File: src/rtl/program_counter_if.sv
// Fetch-side bus between control logic and the program counter:
// jump/call/return/halt requests in, fetch address and status out.
interface program_counter_if #(
  parameter int ADDR_WIDTH  = 8,
  parameter int STACK_DEPTH = 4
);
  localparam int DEPTH_W = $clog2(STACK_DEPTH + 1);

  logic                  i_enable;
  logic                  i_jump;
  logic                  i_call;
  logic                  i_ret;
  logic [ADDR_WIDTH-1:0] i_target;
  logic                  i_halt;
  logic                  i_resume;
  logic [ADDR_WIDTH-1:0] o_pc;
  logic [DEPTH_W-1:0]    o_depth;
  logic                  o_halted;
  logic                  o_stack_err;

  modport master (
    output i_enable, i_jump, i_call, i_ret, i_target, i_halt, i_resume,
    input  o_pc, o_depth, o_halted, o_stack_err
  );

  modport slave (
    input  i_enable, i_jump, i_call, i_ret, i_target, i_halt, i_resume,
    output o_pc, o_depth, o_halted, o_stack_err
  );
endinterface

File: src/rtl/program_counter.sv
// Program counter with a small return-address stack and a RUN/HALT/ERROR
// state machine. Requests resolve by fixed priority:
// halt > ret > call > jump > increment.
module program_counter #(
  parameter int ADDR_WIDTH  = 8,
  parameter int STACK_DEPTH = 4,
  parameter int RESET_ADDR  = 0
) (
  input logic               i_clk,
  input logic               i_rst,
  program_counter_if.slave  bus
);
  localparam int DEPTH_W = $clog2(STACK_DEPTH + 1);
  localparam int PTR_W   = $clog2(STACK_DEPTH);

  typedef enum logic [1:0] {S_RUN, S_HALT, S_ERR} state_t;

  state_t                state;
  logic [ADDR_WIDTH-1:0] stack [STACK_DEPTH];
  logic [PTR_W-1:0]      push_idx;
  logic [PTR_W-1:0]      pop_idx;
  logic                  empty;
  logic                  full;

  // Stack pointers derived from the current depth; push_idx is only used
  // when not full and pop_idx only when not empty, so truncation is safe.
  always_comb begin
    push_idx = bus.o_depth[PTR_W-1:0];
    pop_idx  = push_idx - 1'b1;
    empty    = (bus.o_depth == '0);
    full     = (bus.o_depth == DEPTH_W'(STACK_DEPTH));
  end

  // State machine, PC, stack and registered status outputs.
  always_ff @(posedge i_clk or posedge i_rst) begin
    if (i_rst) begin
      state           <= S_RUN;
      bus.o_pc        <= ADDR_WIDTH'(RESET_ADDR);
      bus.o_depth     <= '0;
      bus.o_halted    <= 1'b0;
      bus.o_stack_err <= 1'b0;
      for (int i = 0; i < STACK_DEPTH; i++) stack[i] <= '0;
    end else if (bus.i_enable) begin
      case (state)
        S_RUN: begin
          if (bus.i_halt) begin
            state        <= S_HALT;
            bus.o_halted <= 1'b1;
          end else if (bus.i_ret) begin
            if (!empty) begin
              bus.o_pc    <= stack[pop_idx];
              bus.o_depth <= bus.o_depth - 1'b1;
            end else begin
              // Underflow is fatal until reset.
              state           <= S_ERR;
              bus.o_halted    <= 1'b1;
              bus.o_stack_err <= 1'b1;
            end
          end else if (bus.i_call) begin
            if (!full) begin
              stack[push_idx] <= bus.o_pc + 1'b1;
              bus.o_pc        <= bus.i_target;
              bus.o_depth     <= bus.o_depth + 1'b1;
            end else begin
              // Overflow: drop the push, freeze, latch the error.
              state           <= S_ERR;
              bus.o_halted    <= 1'b1;
              bus.o_stack_err <= 1'b1;
            end
          end else if (bus.i_jump) begin
            bus.o_pc <= bus.i_target;
          end else begin
            bus.o_pc <= bus.o_pc + 1'b1;
          end
        end
        S_HALT: begin
          if (bus.i_resume) begin
            state        <= S_RUN;
            bus.o_halted <= 1'b0;
          end
        end
        default: begin
          // ERROR: everything frozen until reset.
          state <= S_ERR;
        end
      endcase
    end
  end
endmodule
File: src/flat_wrapper.sv
// flat-port wrapper written by rule: the top's interface ports become plain ports
module program_counter_flat 
#(
  parameter int ADDR_WIDTH  = 8,
  parameter int STACK_DEPTH = 4,
  parameter int RESET_ADDR  = 0
)
  (i_clk, i_rst, bus_i_enable, bus_i_jump, bus_i_call, bus_i_ret, bus_i_target, bus_i_halt, bus_i_resume, bus_o_pc, bus_o_depth, bus_o_halted, bus_o_stack_err);
  program_counter_if #(.ADDR_WIDTH(ADDR_WIDTH), .STACK_DEPTH(STACK_DEPTH)) bus_i ();
  input logic i_clk;
  input logic i_rst;
  input wire logic [$bits(bus_i.i_enable)-1:0] bus_i_enable;
  input wire logic [$bits(bus_i.i_jump)-1:0] bus_i_jump;
  input wire logic [$bits(bus_i.i_call)-1:0] bus_i_call;
  input wire logic [$bits(bus_i.i_ret)-1:0] bus_i_ret;
  input wire logic [$bits(bus_i.i_target)-1:0] bus_i_target;
  input wire logic [$bits(bus_i.i_halt)-1:0] bus_i_halt;
  input wire logic [$bits(bus_i.i_resume)-1:0] bus_i_resume;
  output wire logic [$bits(bus_i.o_pc)-1:0] bus_o_pc;
  output wire logic [$bits(bus_i.o_depth)-1:0] bus_o_depth;
  output wire logic [$bits(bus_i.o_halted)-1:0] bus_o_halted;
  output wire logic [$bits(bus_i.o_stack_err)-1:0] bus_o_stack_err;
  assign bus_i.i_enable = bus_i_enable;
  assign bus_i.i_jump = bus_i_jump;
  assign bus_i.i_call = bus_i_call;
  assign bus_i.i_ret = bus_i_ret;
  assign bus_i.i_target = bus_i_target;
  assign bus_i.i_halt = bus_i_halt;
  assign bus_i.i_resume = bus_i_resume;
  assign bus_o_pc = bus_i.o_pc;
  assign bus_o_depth = bus_i.o_depth;
  assign bus_o_halted = bus_i.o_halted;
  assign bus_o_stack_err = bus_i.o_stack_err;
  program_counter #(.ADDR_WIDTH(ADDR_WIDTH), .STACK_DEPTH(STACK_DEPTH), .RESET_ADDR(RESET_ADDR)) u_core (.i_clk(i_clk), .i_rst(i_rst), .bus(bus_i));
endmodule
File: config.mk
export PLATFORM = sky130hd
export DESIGN_NAME = program_counter_flat
export DESIGN_NICKNAME = d
export VERILOG_FILES = /design/src/rtl/program_counter_if.sv /design/src/rtl/program_counter.sv /design/src/flat_wrapper.sv
export SDC_FILE = /design/constraint.sdc
export NUM_CORES = 1
export LEC_CHECK = 0
export ABC_CLOCK_PERIOD_IN_PS = 2700
export CAP_MARGIN = 20
export CORE_MARGIN = 1.5
export CORE_UTILIZATION = 40
export DETAILED_ROUTE_END_ITERATION = 10
export REMOVE_ABC_BUFFERS = 1
export SLEW_MARGIN = 20
export SYNTH_ARGS = -nofsm -noshare
export SYNTH_HDL_FRONTEND = slang
export SYNTH_SLANG_ARGS = --single-unit
File: constraint.sdc
create_clock -name i_clk -period 2.7 [get_ports i_clk]
set_input_delay 0.81 -clock i_clk [delete_from_list [all_inputs] [get_ports i_clk]]
set_output_delay 0.81 -clock i_clk [all_outputs]
set_load 0.01 [all_outputs]
==> results.yml <==
yosys:
  ys_ff_latch: 47
  synth_compound_area_frac: 0.1777
  synth.distinct_cells: 43
  synthAdderAreaFrac: 0.03399
  synth_enable_flop_cells: 0
  synth_xor_area_frac: 0.02523
  synth_area_sq_mm: 0.002430
  synth_ff_type: "dfrtp_1"
  synthCells: 231
  synth_top_area_cell: "dfrtp_1"
  synth-simple-area-share: 0.1406
  synth_top_area_share: 0.4840
  synth_area_leaders: "dfrtp_1, o21ai_0, mux4_2"
  syn_avg_cell_area_sq_um: 10.52
  async_flop_share: 1.000
  synth_top_family_by_area: "compound AO/OA/AOI/OAI gates"
  yosysWarnings: 0
  synth_mux_area_frac: 0.1014
  ys_seq_area_frac: 0.4840
global_route:
  grt_util_all_layers: 0.2010
  grt_pass1_vias: 1961
  grt_use_met1: 0.2652
  use_met3: 0.03483
  antenna_found_initial: 0
  grt_pass1_wl_um: 9694
  gr-max-usage-layer: "met2"
  met2_usage: 0.3267
  grt_max_degree: 23
  grt_overflow: 0
final_layout:
  syn2layout_area_growth_pct: 23.53
  n_antenna_cell: 0
  nets: 301
  drive_above_1_share: 0.1821
  fillers: 538
  finalNonFillerCells: 355
  layout_common_cells: "dfrtp_1, nand2_1, o21ai_0"
  final_common_cell: "dfrtp_1"
  final_cell_area_sq_mm: 0.003002
worst_setup_path:
  endpoint_kind: "flop"
  path_class: "input port to flop"
  startpoint_type: "input port"
  cp_max_fo: 8
  crit_required_ps: 2900
  crit_arrival_ps: 2490
clock_tree:
  insertion_delay_ps: 300
  cts_resized: 0
  clk_pin_slew_ps: 80
  tritoncts: "built"
  cts_made_buffers: 5
  cts_buffer_depth: 2
  postCtsHoldBufs: 0
  cts-root-buf: "clkbuf_8"
  cts_max_level: 2
  clock-sinks: 47
  cts_setup_buffers: 0
floorplan:
  ios: 29
  chipWidth_um: 80.94
  rows: 28
  fp.dieArea_sq_mm: 0.006551
  initial_utilization: 0.4128
  die_h_um: 80.94
  core_area_sq_mm: 0.005886
power:
  power_density_mw_per_mm2: 1014
  peakVddDrop_mv: 0.4870
  p_leak_nw: 1.323
sta:
  skew_ps: 5.455
  finalSetupViolCount: 0
  final_max_slew_viol_count: 0
  max_slew.worst_pin.slew_ps: 499.2
  finalWorstSetupSlack_ps: 407.3
  period_needed_ps: 2293
  timing.final.crit_share: 0.8491
  hold_ws_ps: 469.0
  hold_viol_final: 0
  relSlewSlack: 0.6667
  rsz0062_at_grt: "no"
  fmaxAchievable_ghz: 0.4362
  finalSetupTns_ps: 0
drt:
  viasPerCell: 5.408
  drcViolationCount: 0
  wirelength_um: 5886
  ant_nets: 0
  first_pass_iters: 4
  drt_iter0_markers: 106
  post_drt_wl_per_cell_um: 16.58
  vias: 1920
placed_design:
  placed_cells: 347
  hpwl_um: 4404
  portBuffers: 28
  gp_congestion: 0.8464
  dpl_cell_area_sq_mm: 0.002920
  pre_cts_slack_ps: 73.38
run_status:
  outcome: "finished clean"
job:
  cap_violations: 0
hold_path:
  worstHoldPathType: "flop to flop"
## per-layer routing
metal	routed length [um]	up-vias
li1	-	930
met1	2765	935
met2	2815	42
met3	189	13
met4	116	0
met5	0	-
## through the flow
step                  util  power (mW)
floorplan                -       2.046
global placement    0.4962       2.629
detailed placement  0.4962       2.635
CTS                 0.5100       3.063
global route        0.5100       3.286
finish              0.5100       3.042
## final timing paths
path	to	depth (start not counted)	slack, ps	startpoint
setup / recovery	u_core.bus.o_pc[0]	6	410	bus_i_halt
hold / removal	u_core.bus.o_stack_err	1	470	u_core.bus.o_stack_err
setup reg to reg	u_core.bus.o_pc[6]	5	600	u_core.bus.o_depth[0]
hold reg to reg	u_core.bus.o_stack_err	1	470	u_core.bus.o_stack_err
max in group asynchronous	u_core.stack[26]	3	1220	i_rst
min in group asynchronous	u_core.stack[1]	2	840	i_rst
## sequential cells by signal, indices dropped and copies added, names as in the netlist
name,flops
u_core.bus.o_depth,3
u_core.bus.o_halted,1
u_core.bus.o_pc,8
u_core.bus.o_stack_err,1
u_core.stack,32
u_core.state,2
## power breakdown
part	total [mW]	switching [mW]	internal [mW]
registers	1.27	0.270	0.998
logic	1.36	0.657	0.698
clock network	0.419	0.237	0.182
total	3.04	1.16	1.88
## cell families after synthesis
kind of cell	count (synthesis)
fa+ha+maj	6
compound gates	71
xor+xnor	7
buf+inv	18
flops	47
simple gates	68
mux	14
## cell usage after synthesis, types with 2 or more instances
master     n
xor2_1     2
mux2_2     5
a21oi_1   10
o31ai_1    3
nand2_1   38
a21o_1     4
buf_6      2
o21ai_1    4
mux4_2     8
nor2_1     8
ha_1       5
and3_1     2
o21ai_0   36
o22a_1     2
nor3_1     3
dfrtp_1   47
xnor2_1    5
clkbuf_1   5
nand3_1    5
buf_2      3
nand2b_1   2
nand4_1    2
nand4_2    2
a31oi_1    4
inv_1      6
## critical path, cell delays in order
cell             delay, ps
clkdlybuf4s50_1        480
nor4b_4                280
buf_4                  200
o211a_1                310
a31oi_1                140
o221a_2                260
## layout make-up
cell class,count,area [sq um],area share
Tap cell,75,93.84,0.03126
Multi-Input combinational cell,166,1164,0.3877
Timing Repair Buffer,52,460.4,0.1534
Clock buffer,7,76.32,0.02543
Clock inverter,1,5.005,0.001667
Sequential cell,47,1176,0.3918
Inverter,7,26.28,0.008754
Power figures use the tool's default switching activity.
